**config.mk**
```make
export PLATFORM = sky130hd
export DESIGN_NAME = regfile_dump
export DESIGN_NICKNAME = d
export VERILOG_FILES = /design/src/rtl/regfile_dump.sv
export SDC_FILE = /design/constraint.sdc
export NUM_CORES = 1
export LEC_CHECK = 0
export CORE_ASPECT_RATIO = 0.6
export CORE_MARGIN = 2
export CORE_UTILIZATION = 44
export DETAILED_ROUTE_END_ITERATION = 8
export PLACE_DENSITY = 0.85
export SLEW_MARGIN = 20
export SYNTH_ARGS = -nofsm -noshare
export SYNTH_HDL_FRONTEND = slang
export SYNTH_SLANG_ARGS = --single-unit
export TNS_END_PERCENT = 30
```
**constraint.sdc**
```tcl
create_clock -name CLK -period 5.6 [get_ports CLK]
set_input_delay 0.56 -clock CLK [delete_from_list [all_inputs] [get_ports CLK]]
set_output_delay 0.56 -clock CLK [all_outputs]
set_load 0.02 [all_outputs]
```
**src/rtl/regfile_dump.sv**
```systemverilog
// Register-range dump engine: walks a register file read port from
// FIRST to LAST (wrapping) and streams each word over a valid/ready port.
module regfile_dump #(
  parameter int DATA_WIDTH = 64,
  parameter int ADDR_WIDTH = 5
) (
  input  logic                  CLK,
  input  logic                  RST,
  input  logic                  START,
  input  logic [ADDR_WIDTH-1:0] FIRST,
  input  logic [ADDR_WIDTH-1:0] LAST,
  output logic [ADDR_WIDTH-1:0] Ra,
  input  logic [DATA_WIDTH-1:0] Da,
  output logic                  OUT_VALID,
  input  logic                  OUT_READY,
  output logic [DATA_WIDTH-1:0] OUT_DATA,
  output logic [ADDR_WIDTH-1:0] OUT_IDX,
  output logic                  BUSY,
  output logic                  DONE
);

  typedef enum logic [1:0] {
    IDLE,
    READ,
    SEND,
    FIN
  } state_t;

  state_t                state;
  logic [ADDR_WIDTH-1:0] cur;
  logic [ADDR_WIDTH-1:0] stop;

  assign Ra   = cur;
  assign BUSY = (state != IDLE);

  always_ff @(posedge CLK or posedge RST) begin
    if (RST) begin
      state     <= IDLE;
      cur       <= '0;
      stop      <= '0;
      OUT_VALID <= 1'b0;
      OUT_DATA  <= '0;
      OUT_IDX   <= '0;
      DONE      <= 1'b0;
    end else begin
      unique case (state)
        IDLE: begin
          if (START) begin
            cur   <= FIRST;
            stop  <= LAST;
            state <= READ;
          end
        end
        READ: begin
          OUT_DATA  <= Da;
          OUT_IDX   <= cur;
          OUT_VALID <= 1'b1;
          state     <= SEND;
        end
        SEND: begin
          if (OUT_READY) begin
            OUT_VALID <= 1'b0;
            if (cur == stop) begin
              DONE  <= 1'b1;
              state <= FIN;
            end else begin
              // index wraps naturally at the register count
              cur   <= cur + 1'b1;
              state <= READ;
            end
          end
        end
        FIN: begin
          DONE  <= 1'b0;
          state <= IDLE;
        end
        default: state <= IDLE;
      endcase
    end
  end

endmodule

```
* After elaboration in Yosys (flattened, before gate mapping) *
Cells that the tools add are included.

word-level totals
  input port bits = 78
  flip-flop bits (word level) = 83
  word-level logic and storage cells = 39
  output and inout bits = 77

cells by class
  equality and inequality tests = 8
  multiplexer cells = 13
  reduce and logical (&&, ||, !) cells = 10
  add/sub/neg operators = 1

operator list
  kind                                                                    number
  5-bit two-way mux                                                       3
  5-bit case mux with 2 select lines                                      1
  2-bit != test (second input constant)                                   4
  2-bit case mux with 4 select lines                                      1
  2-bit nonzero test                                                      4
  2-bit two-way mux                                                       3
  2-bit AND reduction                                                     3
  5-bit by 1-bit adder with 5-bit output (second input constant)          1
  5-bit equality test                                                     1
  2-bit equality test (second input constant)                             2
  1-bit case mux with 2 select lines                                      2
  4-bit AND reduction                                                     1
  1-bit two-way mux                                                       3
  3-bit AND reduction                                                     1
  2-bit by 1-bit equality test with 1-bit output (second input constant)  1
  2-bit zero test                                                         1

* Longest topological paths before layout *
  depth in word-level cells = 4
  gate-level depth with buffers = 5
  gate-level depth less buffers = 5

* Worst setup path after synthesis *
OpenSTA, ideal clock, no wires.

  kind = register to output
  start point = reg state[1]
  end point = out BUSY
  stages on the path, launching flop included = 4
  data required time = 5.040 ns
  arrival time = 1.038 ns
  path slack = 4.002 ns
  path buffers = 2
  cell sequence = dfrtp_1 buf_2 buf_1 or2_2

between the ends
  word-level cells in the longest chain between the ends = 1

ends and longest elaborated chain
  what                    line  source
  from (decl)             29    state_t state;
  from (signal assigned)  38    state <= IDLE;
  from (signal assigned)  51    state <= READ;
  from (signal assigned)  58    state <= SEND;
  2-bit nonzero test      34    assign BUSY = (state != IDLE);
  to (decl)               18    output logic BUSY,

Every way passes these cells.

* Worst setup path after layout *
Same ends and word-level chain as after synthesis.

==> results.json <==
{
  "cap_violations": 0,
  "start_util": 0.458,
  "synth_cell_area_mm2": 0.00334,
  "placeableCoreArea_mm2": 0.00730,
  "worstPathMaxFanout": 19,
  "finish.utilization": 0.732,
  "resized_cells_post_cts": 0,
  "worstMarginPinSlew_ns": 0.880,
  "post_syn_area_per_cell_um2": 15.4,
  "grt_overflow_total": 0,
  "yosysSeqAreaShare": 0.622,
  "max_slew_violations": 0,
  "leakage_nw": 2.19,
  "num_vias": 2332,
  "ys_warn_count": 0,
  "syn-num-nets": 296,
  "vdd.ir_drop.worst_v": 0.000462,
  "antenna-diode-count": 0,
  "multi_input_area_mm2": 0.00120,
  "buffer_type_at_the_clock_tree_root": "sky130_fd_sc_hd__clkbuf_16",
  "die_area_mm2": 0.00833,
  "post-dp-hpwl_um": 5670,
  "first_global_vias": 2393,
  "period_share": 0.442,
  "nets": 453,
  "io_pins": 155,
  "final_common_cell": "sky130_fd_sc_hd__clkdlybuf4s50_1",
  "dp.cells": 467,
  "drc": 0,
  "clkLatencyLatePin_ns": 0.33,
  "fillers": 491,
  "detail_route.iter0.violations": 137,
  "die_boundary_width_um": 116,
  "grt_antenna_before_repair": 0,
  "path_class": "flop to primary output",
  "rows": 24,
  "stdcell_count": 483,
  "wire_per_inst_um": 16.3,
  "flow.area_growth_from_synthesis_pct": 59.9,
  "type_of_the_worst_min_delay_path": "flop to flop",
  "final_setup_viols": 0,
  "run_status": "finished clean",
  "finalSetupTns_ns": 0,
  "critical_path.max_stage_delay_ns": 0.76,
  "crit_arrival_ns": 1.92,
  "grtUsageTotal": 0.199,
  "worst_path_slowest_cell": "sky130_fd_sc_hd__dfrtp_1",
  "port_buffer_count": 154,
  "dieHeight_um": 71.5,
  "power-per-cell-area_mw_per_mm2": 661,
  "clkSinkCount": 83,
  "dr.pass1.iters": 4,
  "detail-route-antenna-nets": 0,
  "worstSetupStartpointType": "flop",
  "worst_setup_path_end_kind": "primary output",
  "routed_wirelength_um": 7870,
  "avgViaCountPerCell": 4.83,
  "layout.area.seq_mm2": 0.00208,
  "worst-endpoint-required_ns": 5.04,
  "timing.max_slew.rel_slack": 0.413,
  "routabilityCongestion": 0.876,
  "fmax_ghz": 0.404,
  "post_synth_inst_count": 217,
  "pin_count_of_the_biggest_net_entering_global_routing": 84,
  "ctsHtreeMaxLevel": 3,
  "final_cell_mix": "sky130_fd_sc_hd__clkdlybuf4s50_1 (154), sky130_fd_sc_hd__dfrtp_1 (83), sky130_fd_sc_hd__mux2_2 (75)",
  "reg2reg_slack_ns": 3.52,
  "fin_crit_ns": 2.48,
  "ctsLongestPathBuffers": 2,
  "cts_setup_buffers": 0,
  "ys_ff_latch": 83,
  "ratio_of_cells_with_drive_above_1_in_the_final_layout": 0.269,
  "clock_slew_at_the_register_clock_pins_of_the_worst_setup_and_hold_paths_ns": 0.06,
  "cts_buffers": 9,
  "cts_hold_buffers": 0,
  "setup_repair_after_global_routing_missed_its_margin": "false",
  "timing.critical_path.cells": "or2_2, clkdlybuf4s50_1",
  "final.setup_skew_ns": 0.00649,
  "finalHoldViolations": 0,
  "cts_tree": "built",
  "synth.lib_cells_used.distinct": 32,
  "grt_pass1_wl_um": 12300
}
-- flip-flops by register name, indices dropped and copies added, names as in the netlist --
register	count
state	2
DONE	1
OUT_VALID	1
Ra	5
stop	5
OUT_DATA	64
OUT_IDX	5
-- metrics by stage --
step / cell area, um^2 / hold WS (ns) / total power, mW / worst slack (ns)
6_report: 5340 / 0.504 / 3.53 / 3.12
5_1_grt: 5340 / 0.516 / 3.73 / 3.03
4_1_cts: 5340 / 0.508 / 3.58 / 3.12
3_5_place_dp: 4990 / 0.495 / 2.89 / 3.47
3_3_place_gp: 4990 / 0.487 / 2.83 / 3.53
2_1_floorplan: 3340 / 0.501 / 2.10 / 2.90
-- cell usage after synthesis --
library cell | instances | area (um^2)
sky130_fd_sc_hd__xor2_1 | 5 | 43.8
sky130_fd_sc_hd__nand3_1 | 3 | 15.0
sky130_fd_sc_hd__a211oi_4 | 1 | 20.0
sky130_fd_sc_hd__buf_2 | 9 | 45.0
sky130_fd_sc_hd__a211oi_1 | 1 | 7.51
sky130_fd_sc_hd__a21oi_1 | 3 | 15.0
sky130_fd_sc_hd__mux2_4 | 1 | 15.0
sky130_fd_sc_hd__a21oi_4 | 1 | 16.3
sky130_fd_sc_hd__nor3b_2 | 1 | 12.5
sky130_fd_sc_hd__or2_2 | 1 | 6.26
sky130_fd_sc_hd__o22ai_1 | 1 | 6.26
sky130_fd_sc_hd__inv_1 | 7 | 26.3
sky130_fd_sc_hd__ha_1 | 1 | 12.5
sky130_fd_sc_hd__o21ai_0 | 1 | 5.00
sky130_fd_sc_hd__o31ai_1 | 1 | 7.51
sky130_fd_sc_hd__buf_1 | 1 | 3.75
sky130_fd_sc_hd__nand2b_1 | 2 | 12.5
sky130_fd_sc_hd__nor2b_1 | 1 | 6.26
sky130_fd_sc_hd__mux2_2 | 75 | 845
sky130_fd_sc_hd__a2bb2oi_1 | 3 | 26.3
sky130_fd_sc_hd__dfrtp_1 | 83 | 2080
sky130_fd_sc_hd__a221oi_2 | 1 | 15.0
sky130_fd_sc_hd__a21o_1 | 1 | 7.51
sky130_fd_sc_hd__nor2_1 | 2 | 7.51
sky130_fd_sc_hd__a21boi_0 | 2 | 15.0
sky130_fd_sc_hd__a221oi_1 | 1 | 8.76
sky130_fd_sc_hd__nand2_1 | 3 | 11.3
sky130_fd_sc_hd__a41oi_1 | 1 | 8.76
sky130_fd_sc_hd__o21bai_1 | 1 | 7.51
sky130_fd_sc_hd__a32oi_1 | 1 | 8.76
sky130_fd_sc_hd__mux2i_1 | 1 | 10.0
sky130_fd_sc_hd__nor3_4 | 1 | 16.3
-- cell families (layout without fill, tap and decap cells) --
| group | Yosys count | in the layout | share of synthesized area |
|---|---|---|---|
| DFF | 83 | 83 | 0.622 |
| muxes | 77 | 77 | 0.260 |
| buffers and inverters | 17 | 179 | 0.0225 |
| xor gates and xnor gates | 5 | 5 | 0.0131 |
| and+or+nand+nor | 14 | 14 | 0.0262 |
| AOI/OAI and AO/OA | 20 | 20 | 0.0524 |
| adders and majority gates | 1 | 1 | 0.00374 |
-- routing by layer --
layer,share of wire,wire (um),vias up,GRT usage
li1,-,-,1087,-
met1,0.43,3380,1127,0.255
met2,0.44,3500,110,0.297
met3,0.11,899,8,0.0956
met4,0.012,96,0,0.0701
met5,0,0,-,0
-- critical path: cells and delay by family (launching register included) --
family,cells,cell delay [ns]
buf+inv,1,0.60
flops,1,0.76
simple gates,1,0.22
-- power breakdown --
group | total, mW | internal (mW) | switching [mW]
clock network | 0.675 | 0.447 | 0.228
logic | 1.74 | 0.936 | 0.803
registers | 1.12 | 0.912 | 0.206
-- path summary, 6_finish.rpt --
kind,cells past startpoint,start,to
max reg2reg,3,state[1],OUT_DATA[27]
max in group asynchronous,3,RST,stop[2]
min in group asynchronous,3,RST,OUT_DATA[34]
min,1,OUT_DATA[38],OUT_DATA[38]
min reg2reg,1,OUT_DATA[38],OUT_DATA[38]
max,2,state[1],BUSY
-- final cells by class --
type / instances / area share
Clock buffer: 10 / 0.0447
Clock inverter: 6 / 0.0211
Inverter: 7 / 0.00515
Multi-Input combinational cell: 117 / 0.224
Sequential cell: 83 / 0.389
Tap cell: 104 / 0.0244
Timing Repair Buffer: 156 / 0.292
(Power assumes the default switching activity.)
==> RTL change: new RTL, same flow settings <==
Set the parameter `DATA_WIDTH` to 32 (it was 64).
--- a/src/rtl/regfile_dump.sv
+++ b/src/rtl/regfile_dump.sv
@@ -1,7 +1,7 @@
 // Register-range dump engine: walks a register file read port from
 // FIRST to LAST (wrapping) and streams each word over a valid/ready port.
 module regfile_dump #(
-  parameter int DATA_WIDTH = 64,
+  parameter int DATA_WIDTH = 32,
   parameter int ADDR_WIDTH = 5
 ) (
   input  logic                  CLK,
Ports: changed (resized Da and OUT_DATA); port bits go from 155 to 91. The function was not compared with the original's and may differ.
==> RTL change against the original RTL <==
Routed wire length is 42% lower; synthesized area shrank 37%; combinational power shrank 39%; sequential cell count fell by 32; total power is 44% lower; register-to-register slack improved by 0.15 ns; first-iteration DRC count shrank 79%; sequential power fell by 39%; setup slack improved by 0.26 ns; non-clock buffer count fell by 65; fmax grew 12%; cell area shrank 40%.
==> RTL change: results (changes against the original RTL) <==
[grt]
grt_util_met1_pct = 25.0  ; -0.43 points
first_global_vias = 1554  ; -35%
grtUsageMet3_pct = 6.89  ; -2.7 points
grtUsageTotal_pct = 18.0  ; -1.9 points
grt_max_degree = 52  ; -38%
use_met2_pct = 26.5  ; -3.2 points
grt_pass1_wl_mm = 7.47  ; -39%

[timing]
finClkSkew_ns = 0.00547  ; -0.00102 ns
worstMarginPinSlew_ns = 0.847  ; -0.0327 ns

[final_layout]
largest_reg_flops = 32  ; -50%
nFillCells = 345  ; -30%
fin_nets = 291  ; -36%
drive_above_1_share_pct = 24.2  ; -2.7 points

[synth]
yosys-top-cells-count = dfrtp_1 (51), mux2_2 (43), inv_1 (6), nand2_1 (6)
synth.avg_cell_area_um2 = 14.0  ; -8.9%
ys_seq_area_share_pct = 60.2  ; -1.9 points
synth_nets = 198  ; -33%
synth.distinct_cells = 30  ; -6.3%
synth.area.top_cells = dfrtp_1 (60%), mux2_2 (23%), xnor2_1 (1.2%)

[clocking]
h-tree-depth = 2  ; -1
clk_latency_ns = 0.29  ; -0.04 ns
path_clk_slew_ns = 0.09  ; +0.03 ns
cts_buffers = 5  ; -4
cts_root_buf = clkbuf_8
post_cts_buffers = 0  ; unchanged

[routing]
dr_total_vias = 1522  ; -35%
finalWirelength_mm = 4.54  ; -42%
firstDrtPassIters = 4  ; unchanged
routed_via_density = 4.96  ; +2.7%

[hold_path]
hold_path_startpoint = OUT_DATA[0]$_DFFE_PP0P_

[placement]
hpwlAfterDp_mm = 3.29  ; -42%
numPortBuffers = 90  ; -42%
dp.cells = 299  ; -36%
gp_congestion = 0.823  ; -6.1%
place_ws_ns = 3.36  ; -0.112 ns

[power_and_ir_drop]
leakage_nw = 1.31  ; -40%
ir_drop_mv = 0.362  ; -22%

[setup_path]
cp_top_family = buffers and inverters
arrival_ns = 1.65  ; -0.27 ns
cp_slowest_cell = clkdlybuf4s50_1
worst-path-max-fanout = 7  ; -12
cp_slowest_stage_delay_ns = 0.55  ; -0.21 ns
reg2reg_from = state[0]$_DFFE_PP0P_

[outcome]
status = complete, no violations

-- RTL change: cell type report --
class                           instances  area, um^2  area share, %
Sequential cell                        51        1280           39.7
Inverter                                6        23.8          0.740
Multi-Input combinational cell         89         805           25.0
Timing Repair Buffer                   91         928           28.9
Tap cell                               63        78.8           2.45
Clock buffer                            6        72.6           2.26
Clock inverter                          1        30.0          0.934
-- RTL change: logic make-up after synthesis --
logic type	synth area share [%]
flip-flops	60.2
multiplexers	23.6
AND/OR/NAND/NOR	5.43
AO/OA/AOI/OAI	5.97
buffers and inverters	2.13
XOR/XNOR	2.07
adder cells (fa/ha/maj)	0.591
-- RTL change: final timing paths --
kind,end,slack [ns],cells after the start
setup / recovery,BUSY,3.39,2
hold / removal,OUT_DATA[0]$_DFFE_PP0P_,0.51,1
setup reg to reg,Ra[1]$_DFFE_PP0P_,3.67,4
hold reg to reg,OUT_DATA[0]$_DFFE_PP0P_,0.51,1
max in group asynchronous,stop[0]$_DFFE_PP0P_,4.36,2
min in group asynchronous,OUT_DATA[21]$_DFFE_PP0P_,0.73,2
-- RTL change: power by group --
group          internal (W)  switching [W]  total, W
registers          0.000556       0.000131  0.000687
logic              0.000585       0.000479   0.00106
clock network      0.000131       0.000111  0.000242
-- RTL change: metrics by stage --
stage	power, W	util, %
2_1_floorplan	0.00129	-
6_report	0.00199	69.7
3_3_place_gp	0.00172	66.8
4_1_cts	0.00199	69.1
3_5_place_dp	0.00175	66.8
5_1_grt	0.00212	69.7
-- RTL change: metal layers --
| metal | up-vias | wire length [um] |
|---|---|---|
| li1 | 718 | - |
| met1 | 733 | 2100 |
| met2 | 67 | 1950 |
| met3 | 4 | 466 |
| met4 | 0 | 27 |
| met5 | - | 0 |
